## src/rtl/spi_xfer_arbiter_if.sv

```systemverilog
// Requester-side and SPI-core-side signals of the SPI transfer arbiter.
// The slave modport is the arbiter's view; master is the requester and core view.
`timescale 1ns/1ps
interface spi_xfer_arbiter_if #(parameter int NUM_REQ = 4);
    logic [NUM_REQ-1:0]   req_in;
    logic [8*NUM_REQ-1:0] req_data_in;
    logic [NUM_REQ-1:0]   req_hold_in;
    logic [NUM_REQ-1:0]   grant_out;
    logic [NUM_REQ-1:0]   done_out;
    logic [NUM_REQ-1:0]   timeout_out;
    logic [7:0]           rx_data_out;
    logic [NUM_REQ-1:0]   cs_n_out;
    logic                 busy_out;
    logic                 new_tx_out;
    logic [7:0]           spi_dr_out;
    logic                 finished_in;
    logic [7:0]           shift_in;

    modport slave (
        input  req_in, req_data_in, req_hold_in, finished_in, shift_in,
        output grant_out, done_out, timeout_out, rx_data_out, cs_n_out,
        busy_out, new_tx_out, spi_dr_out
    );

    modport master (
        output req_in, req_data_in, req_hold_in, finished_in, shift_in,
        input  grant_out, done_out, timeout_out, rx_data_out, cs_n_out,
        busy_out, new_tx_out, spi_dr_out
    );
endinterface

```

## src/rtl/spi_xfer_arbiter.sv

```systemverilog
// Round-robin arbiter sharing one SPI core; grant 1 cycle after request, done 1 cycle after finish edge.
// Requesters hold req/data until done or timeout; bursts keep CS low while req_hold is asserted.
`timescale 1ns/1ps
module spi_xfer_arbiter #(
    parameter int NUM_REQ    = 4,
    parameter int GAP_CYCLES = 2,
    parameter int TIMEOUT    = 1024
) (
    input  logic              clk_in,
    input  logic              rstn_in,
    spi_xfer_arbiter_if.slave bus
);
    localparam int PW   = (NUM_REQ > 1) ? $clog2(NUM_REQ) : 1;
    localparam int TW   = $clog2(TIMEOUT);
    localparam int GAPN = (GAP_CYCLES < 1) ? 1 : GAP_CYCLES;
    localparam int GW   = $clog2(GAPN + 1);
    localparam logic [NUM_REQ-1:0] ONE_HOT0 = NUM_REQ'(1);
    localparam logic [TW-1:0]      T_LAST   = TW'(TIMEOUT - 2);
    localparam logic [PW-1:0]      P_LAST   = PW'(NUM_REQ - 1);

    typedef enum logic [2:0] {S_IDLE, S_LOAD, S_START, S_WAIT, S_DONE, S_GAP} state_t;

    state_t             r_state;
    logic [NUM_REQ-1:0] r_grant;
    logic [PW-1:0]      r_gidx;
    logic [PW-1:0]      r_rr_ptr;
    logic [NUM_REQ-1:0] r_done;
    logic [NUM_REQ-1:0] r_tout;
    logic [7:0]         r_rx;
    logic [NUM_REQ-1:0] r_cs_n;
    logic               r_busy;
    logic               r_new_tx;
    logic [7:0]         r_spi_dr;
    logic               r_fin_q;
    logic [TW-1:0]      r_timer;
    logic [GW-1:0]      r_gap;

    logic               w_any;
    logic [PW-1:0]      w_sel;
    int                 w_idx;
    logic [7:0]         w_tx;
    logic               w_fin_edge;
    logic               w_hold;
    logic [PW-1:0]      w_next_ptr;

    // First requesting index at or after the round-robin pointer, wrapping.
    always_comb begin
        w_any = 1'b0;
        w_sel = '0;
        w_idx = 0;
        for (int i = 0; i < NUM_REQ; i++) begin
            w_idx = (int'(r_rr_ptr) + i) % NUM_REQ;
            if (!w_any && bus.req_in[PW'(w_idx)]) begin
                w_any = 1'b1;
                w_sel = PW'(w_idx);
            end
        end
    end

    always_comb begin
        w_tx = 8'h00;
        for (int i = 0; i < NUM_REQ; i++) begin
            if (r_gidx == PW'(i)) w_tx = bus.req_data_in[8*i +: 8];
        end
    end

    // A finish level already high before WAIT never looks like an edge.
    assign w_fin_edge = bus.finished_in & ~r_fin_q;
    assign w_hold     = |(bus.req_in & bus.req_hold_in & r_grant);
    assign w_next_ptr = (r_gidx == P_LAST) ? '0 : r_gidx + 1'b1;

    always_ff @(posedge clk_in or negedge rstn_in) begin
        if (!rstn_in) begin
            r_state  <= S_IDLE;
            r_grant  <= '0;
            r_gidx   <= '0;
            r_rr_ptr <= '0;
            r_done   <= '0;
            r_tout   <= '0;
            r_rx     <= 8'h00;
            r_cs_n   <= '1;
            r_busy   <= 1'b0;
            r_new_tx <= 1'b0;
            r_spi_dr <= 8'h00;
            r_fin_q  <= 1'b1;
            r_timer  <= '0;
            r_gap    <= '0;
        end else begin
            r_fin_q  <= bus.finished_in;
            r_done   <= '0;
            r_tout   <= '0;
            r_new_tx <= 1'b0;
            case (r_state)
                S_IDLE: begin
                    if (w_any) begin
                        r_grant <= ONE_HOT0 << w_sel;
                        r_gidx  <= w_sel;
                        r_busy  <= 1'b1;
                        r_state <= S_LOAD;
                    end
                end
                S_LOAD: begin
                    r_spi_dr <= w_tx;
                    r_cs_n   <= ~r_grant;
                    r_new_tx <= 1'b1;
                    r_state  <= S_START;
                end
                S_START: begin
                    r_timer <= '0;
                    r_state <= S_WAIT;
                end
                S_WAIT: begin
                    r_timer <= (r_timer == '1) ? r_timer : r_timer + 1'b1;
                    if (w_fin_edge) begin
                        r_rx    <= bus.shift_in;
                        r_done  <= r_grant;
                        r_state <= S_DONE;
                    end else if (r_timer == T_LAST) begin
                        // Exits one cycle early so the pulse lands exactly TIMEOUT after START.
                        r_tout   <= r_grant;
                        r_cs_n   <= '1;
                        r_grant  <= '0;
                        r_rr_ptr <= w_next_ptr;
                        r_gap    <= GW'(GAPN - 1);
                        r_state  <= S_GAP;
                    end
                end
                S_DONE: begin
                    if (w_hold) begin
                        r_state <= S_LOAD;
                    end else begin
                        r_cs_n   <= '1;
                        r_grant  <= '0;
                        r_rr_ptr <= w_next_ptr;
                        r_gap    <= GW'(GAPN - 1);
                        r_state  <= S_GAP;
                    end
                end
                S_GAP: begin
                    if (r_gap == '0) begin
                        r_busy  <= 1'b0;
                        r_state <= S_IDLE;
                    end else begin
                        r_gap <= r_gap - 1'b1;
                    end
                end
                default: begin
                    r_state <= S_IDLE;
                end
            endcase
        end
    end

    assign bus.grant_out   = r_grant;
    assign bus.done_out    = r_done;
    assign bus.timeout_out = r_tout;
    assign bus.rx_data_out = r_rx;
    assign bus.cs_n_out    = r_cs_n;
    assign bus.busy_out    = r_busy;
    assign bus.new_tx_out  = r_new_tx;
    assign bus.spi_dr_out  = r_spi_dr;
endmodule

```

## src/flat_wrapper.sv

```systemverilog
// flat-port wrapper written by rule: the top's interface ports become plain ports
module spi_xfer_arbiter_flat 
#(
    parameter int NUM_REQ    = 4,
    parameter int GAP_CYCLES = 2,
    parameter int TIMEOUT    = 1024
)
  (clk_in, rstn_in, bus_req_in, bus_req_data_in, bus_req_hold_in, bus_finished_in, bus_shift_in, bus_grant_out, bus_done_out, bus_timeout_out, bus_rx_data_out, bus_cs_n_out, bus_busy_out, bus_new_tx_out, bus_spi_dr_out);
  spi_xfer_arbiter_if #(.NUM_REQ(NUM_REQ)) bus_i ();
  input  logic clk_in;
  input  logic rstn_in;
  input wire logic [$bits(bus_i.req_in)-1:0] bus_req_in;
  input wire logic [$bits(bus_i.req_data_in)-1:0] bus_req_data_in;
  input wire logic [$bits(bus_i.req_hold_in)-1:0] bus_req_hold_in;
  input wire logic [$bits(bus_i.finished_in)-1:0] bus_finished_in;
  input wire logic [$bits(bus_i.shift_in)-1:0] bus_shift_in;
  output wire logic [$bits(bus_i.grant_out)-1:0] bus_grant_out;
  output wire logic [$bits(bus_i.done_out)-1:0] bus_done_out;
  output wire logic [$bits(bus_i.timeout_out)-1:0] bus_timeout_out;
  output wire logic [$bits(bus_i.rx_data_out)-1:0] bus_rx_data_out;
  output wire logic [$bits(bus_i.cs_n_out)-1:0] bus_cs_n_out;
  output wire logic [$bits(bus_i.busy_out)-1:0] bus_busy_out;
  output wire logic [$bits(bus_i.new_tx_out)-1:0] bus_new_tx_out;
  output wire logic [$bits(bus_i.spi_dr_out)-1:0] bus_spi_dr_out;
  assign bus_i.req_in = bus_req_in;
  assign bus_i.req_data_in = bus_req_data_in;
  assign bus_i.req_hold_in = bus_req_hold_in;
  assign bus_i.finished_in = bus_finished_in;
  assign bus_i.shift_in = bus_shift_in;
  assign bus_grant_out = bus_i.grant_out;
  assign bus_done_out = bus_i.done_out;
  assign bus_timeout_out = bus_i.timeout_out;
  assign bus_rx_data_out = bus_i.rx_data_out;
  assign bus_cs_n_out = bus_i.cs_n_out;
  assign bus_busy_out = bus_i.busy_out;
  assign bus_new_tx_out = bus_i.new_tx_out;
  assign bus_spi_dr_out = bus_i.spi_dr_out;
  spi_xfer_arbiter #(.NUM_REQ(NUM_REQ), .GAP_CYCLES(GAP_CYCLES), .TIMEOUT(TIMEOUT)) u_core (.clk_in(clk_in), .rstn_in(rstn_in), .bus(bus_i));
endmodule
```

## config.mk

```make
export PLATFORM = sky130hd
export DESIGN_NAME = spi_xfer_arbiter_flat
export DESIGN_NICKNAME = d
export VERILOG_FILES = /design/src/rtl/spi_xfer_arbiter_if.sv /design/src/rtl/spi_xfer_arbiter.sv /design/src/flat_wrapper.sv
export SDC_FILE = /design/constraint.sdc
export NUM_CORES = 1
export LEC_CHECK = 0
export ABC_AREA = 1
export BUFFER_PORTS_ARGS = -buffer_cell sky130_fd_sc_hd__buf_2
export CAP_MARGIN = 20
export CORE_MARGIN = 4
export CORE_UTILIZATION = 54
export CTS_BUF_LIST = sky130_fd_sc_hd__clkbuf_4 sky130_fd_sc_hd__clkbuf_8
export DETAILED_ROUTE_END_ITERATION = 7
export PLACE_DENSITY_LB_ADDON = 0.12
export SYNTH_ARGS = -nofsm -noshare
export SYNTH_HDL_FRONTEND = slang
export SYNTH_SLANG_ARGS = --single-unit
```

## constraint.sdc

```tcl
create_clock -name clk_in -period 2.2 [get_ports clk_in]
set_clock_uncertainty 0.2 [all_clocks]
set_input_delay 0 -clock clk_in [delete_from_list [all_inputs] [get_ports clk_in]]
set_output_delay 0 -clock clk_in [all_outputs]
set_load 0.02 [all_outputs]
```

==> flow_summary_export.csv <==
group,metric,value,unit
finish,syn_to_final_growth,31.9,%
sta,min_period,1.94,ns
logic_synthesis,synth_commonest_cells,"121 x sky130_fd_sc_hd__nand2_1, 49 x sky130_fd_sc_hd__dfrtp_1, 34 x sky130_fd_sc_hd__o21ai_0",
placement,dp_cell_count,539,
critical_path,path_class,"reg -> reg",
pwr,powerDensity,1240,mW/mm2
logic_synthesis,yosysSeqAreaShare,45.3,%
critical_path,cp_cell_sequence,"inv_2 -> nand3_4 -> nor2_4 -> inv_2 -> nand3_2 -> a21oi_2 -> nand3_1 -> o21ai_0",
critical_path,cp_slowest_cell,"sky130_fd_sc_hd__dfrtp_1",
critical_path,cp_data_required_time,2.17,ns
logic_synthesis,synth_flop_cell,"sky130_fd_sc_hd__dfrtp_1",
routing,drtPass1Iterations,5,
routing,violation_count_after_the_first_detailed_routing_iteration,157,
outcome,status,"complete, but fails checks",
sta,final_report_setup_violation_count,0,
logic_synthesis,synth.yosys.warnings,0,
cts,cts.sinks,54,
routing,detailroute.wirelength.met3,374,um
critical_path,critical_path_arrival,1.91,ns
critical_path,critical_path.most_common_cell,"sky130_fd_sc_hd__inv_2",
logic_synthesis,syn-num-nets,441,
logic_synthesis,asyncSetResetFlopFracSynth,100,%
cts,cts_setup_buffers,0,
logic_synthesis,synth.cell_area,0.00300,mm2
outcome,failed_checks,"negative hold slack",
cts,cts.reportedPaths.clkPinSlew,0.10,ns
floorplanning,placeableCoreArea,0.00524,mm2
placement,pre_cts_ws,0.278,ns
grt,first_pass_grt_wire_length,13.0,mm
job,drv_cap,0,
sta,final_critical_path_setup_slack,0.261,ns
floorplanning,initial_utilization,57.2,%
routing,topRoutingLayerUsed,"met4",
floorplanning,chipHeight,82.5,um
logic_synthesis,top_cells_by_area_in_the_synthesized_netlist,"sky130_fd_sc_hd__dfrtp_1 41%, sky130_fd_sc_hd__nand2_1 15%, sky130_fd_sc_hd__o21ai_0 5.7%, sky130_fd_sc_hd__dfstp_2 4.4%, sky130_fd_sc_hd__inv_1 4.1%",
pwr,maximum_ir_drop_on_the_vdd_rail,835,uV
floorplanning,rows,26,
routing,overall_routed_net_length,8.13,mm
cts,cts_tree,"built",
grt,vias_in_the_first_global_route,2901,
cts,cts-buffers-inserted,5,
sta,report.final.slew_viol_count,0,
cts,clock_tree.htree_level_count,2,
grt,gr-usage-all-layers,25.2,%
logic_synthesis,yosysMostFrequentCell,"sky130_fd_sc_hd__nand2_1",
logic_synthesis,synth_enable_flop_cells,0,
finish,finalNetCount,565,
grt,initial_antenna_violation_count,0,
hold_path,hp-class,"in -> async",
critical_path,startpoint_type,"register",
sta,worst_slew_pin_slew,0.523,ns
grt,grt_start_max_net_pins,22,
finish,nFillCells,403,
critical_path,critical_path_fanout_max,14,
critical_path,maximum_single_stage_delay_on_the_critical_path,0.47,ns
placement,placement.io_buffers,84,
sta,timing.final.crit_share,88.1,%
routing,vias,3040,
critical_path,worst_setup_path_end_kind,"register",
cts,cts_max_path_buffers,2,
sta,hold-worst-slack,-0.0172,ns
placement,hpwl,5.59,mm
routing,dr_wl_met2,4.23,mm
cts,clk_latency,0.31,ns
sta,finalSetupTns,0,ns
sta,relSlewSlack,65.1,%
floorplanning,die_width,82.5,um
routing,wl_cell,14.1,um
logic_synthesis,top_area_cell_type_share_of_the_netlist_area,40.9,%
pwr,total_power,4.92,mW
routing,postRouteAntennaNets,0,
logic_synthesis,post_synth.cell_area_avg,7.82,um2
finish,fin_cells,578,
sta,timing_hold_violations_final,18,
logic_synthesis,biggest_area_consumer_among_synthesized_cells,"sky130_fd_sc_hd__dfrtp_1",
logic_synthesis,ys_seq_elements,54,
floorplanning,die-area,0.00680,mm2
cts,ctsRootBufferMaster,"sky130_fd_sc_hd__clkbuf_8",
routing,drc,0,
sta,rsz_0062_raised_after_global_routing,"false",
logic_synthesis,netlist_instances,383,
logic_synthesis,netlist-cell-type-count,38,
floorplanning,ios,85,
routing,via_per_inst,5.26,
finish,layout-drive-gt1-share,28.7,%
placement,globalplace.congestion,0.913,
finish,n_antenna_cell,0,
pwr,total_leakage_power,2.13,nW
grt,globalRouteOverflowTotal,0,
sta,max_freq,516,MHz
routing,m1WireLength,3.30,mm
[critical path: cells and delay by family, from the launching register on]
family	cells	cell delay (ns)
and+or+nand+nor	4	0.65
DFF	1	0.47
buffers and inverters	2	0.29
AOI/OAI and AO/OA	2	0.18
[timing repair]
item,4_1_cts,5_1_grt
endpoints found under the setup margin,0,0
endpoints found under the hold margin,67,0
hold buffers,31,0
gates resized for setup,0,0
[per-layer routing]
| metal | vias up | track usage, % |
|---|---|---|
| li1 | 1478 | - |
| met1 | 1427 | 30.1 |
| met2 | 113 | 45.4 |
| met3 | 22 | 3.80 |
| met4 | 0 | 9.14 |
| met5 | - | 0 |
[layout by cell type, fill, tap and decap left out, drive strengths merged, types with 5 or more instances in the layout]
| master | count |
|---|---|
| buf | 91 |
| inv | 43 |
| ha | 7 |
| nor2 | 34 |
| dlygate4sd3 | 31 |
| nor3 | 7 |
| nand3 | 25 |
| dfstp | 5 |
| o21ai | 44 |
| nand2 | 135 |
| clkbuf | 5 |
| dfrtp | 49 |
| a22oi | 8 |
[stage by stage]
stage               instance area (um2)  utilization [%]
floorplan                          3000                -
global placement                   3520             67.3
detailed placement                 3520             67.3
CTS                                3950             75.4
global route                       3950             75.4
finish                             3950             75.4
[where the power goes]
part | total [mW] | switching, mW | leakage (nW) | internal (mW)
clock network | 0.686 | 0.340 | 0.0587 | 0.345
logic | 2.63 | 1.72 | 1.38 | 0.914
registers | 1.60 | 0.257 | 0.690 | 1.34
[logic make-up (layout without fill, tap and decap cells)]
logic type / after synthesis / in the layout / share of synthesized area (%)
simple gates: 210 / 210 / 32.8
compound gates: 59 / 59 / 11.2
flops: 54 / 54 / 45.3
buf+inv: 49 / 174 / 6.64
fa+ha+maj: 7 / 7 / 2.92
xor+xnor: 4 / 4 / 1.17
[worst paths after layout]
path	slack, ns	to	start	depth (start not counted)
min reg2reg	0.28	u_core.bus.rx_data_out[1]$_DFFE_PN0P_	u_core.bus.rx_data_out[1]$_DFFE_PN0P_	2
min	-0.02	u_core.bus.spi_dr_out[5]$_DFFE_PN0P_	rstn_in	2
max reg2reg	0.26	u_core.r_rr_ptr[0]$_DFFE_PN0P_	u_core.r_state[2]$_DFFE_PN0P_	8
max	0.26	u_core.r_rr_ptr[0]$_DFFE_PN0P_	u_core.r_state[2]$_DFFE_PN0P_	8
min in group clk_in	0.02	u_core.bus.spi_dr_out[3]$_DFFE_PN0P_	bus_req_data_in[3]	5
max in group asynchronous	1.09	u_core.bus.cs_n_out[0]$_DFFE_PN1P_	rstn_in	3
[registers in the layout, summed over array words and instances (netlist names)]
signal                  flops
u_core.r_gap                2
u_core.bus.new_tx_out       1
u_core.bus.rx_data_out      8
u_core.r_rr_ptr             2
u_core.bus.spi_dr_out       8
u_core.bus.busy_out         1
u_core.r_fin_q              1
u_core.bus.timeout_out      4
u_core.bus.done_out         4
u_core.bus.cs_n_out         4
u_core.r_state              3
u_core.r_timer             10
u_core.bus.grant_out        4
u_core.r_gidx               2
[layout make-up]
| class | count | area, um2 | area share, % |
|---|---|---|---|
| Tap cell | 70 | 87.6 | 2.22 |
| Clock buffer | 5 | 68.8 | 1.74 |
| Clock inverter | 3 | 47.5 | 1.20 |
| Inverter | 44 | 166 | 4.21 |
| Timing Repair Buffer | 122 | 783 | 19.8 |
| Sequential cell | 54 | 1360 | 34.4 |
| Multi-Input combinational cell | 280 | 1440 | 36.4 |
Power figures use the tool's default switching activity.
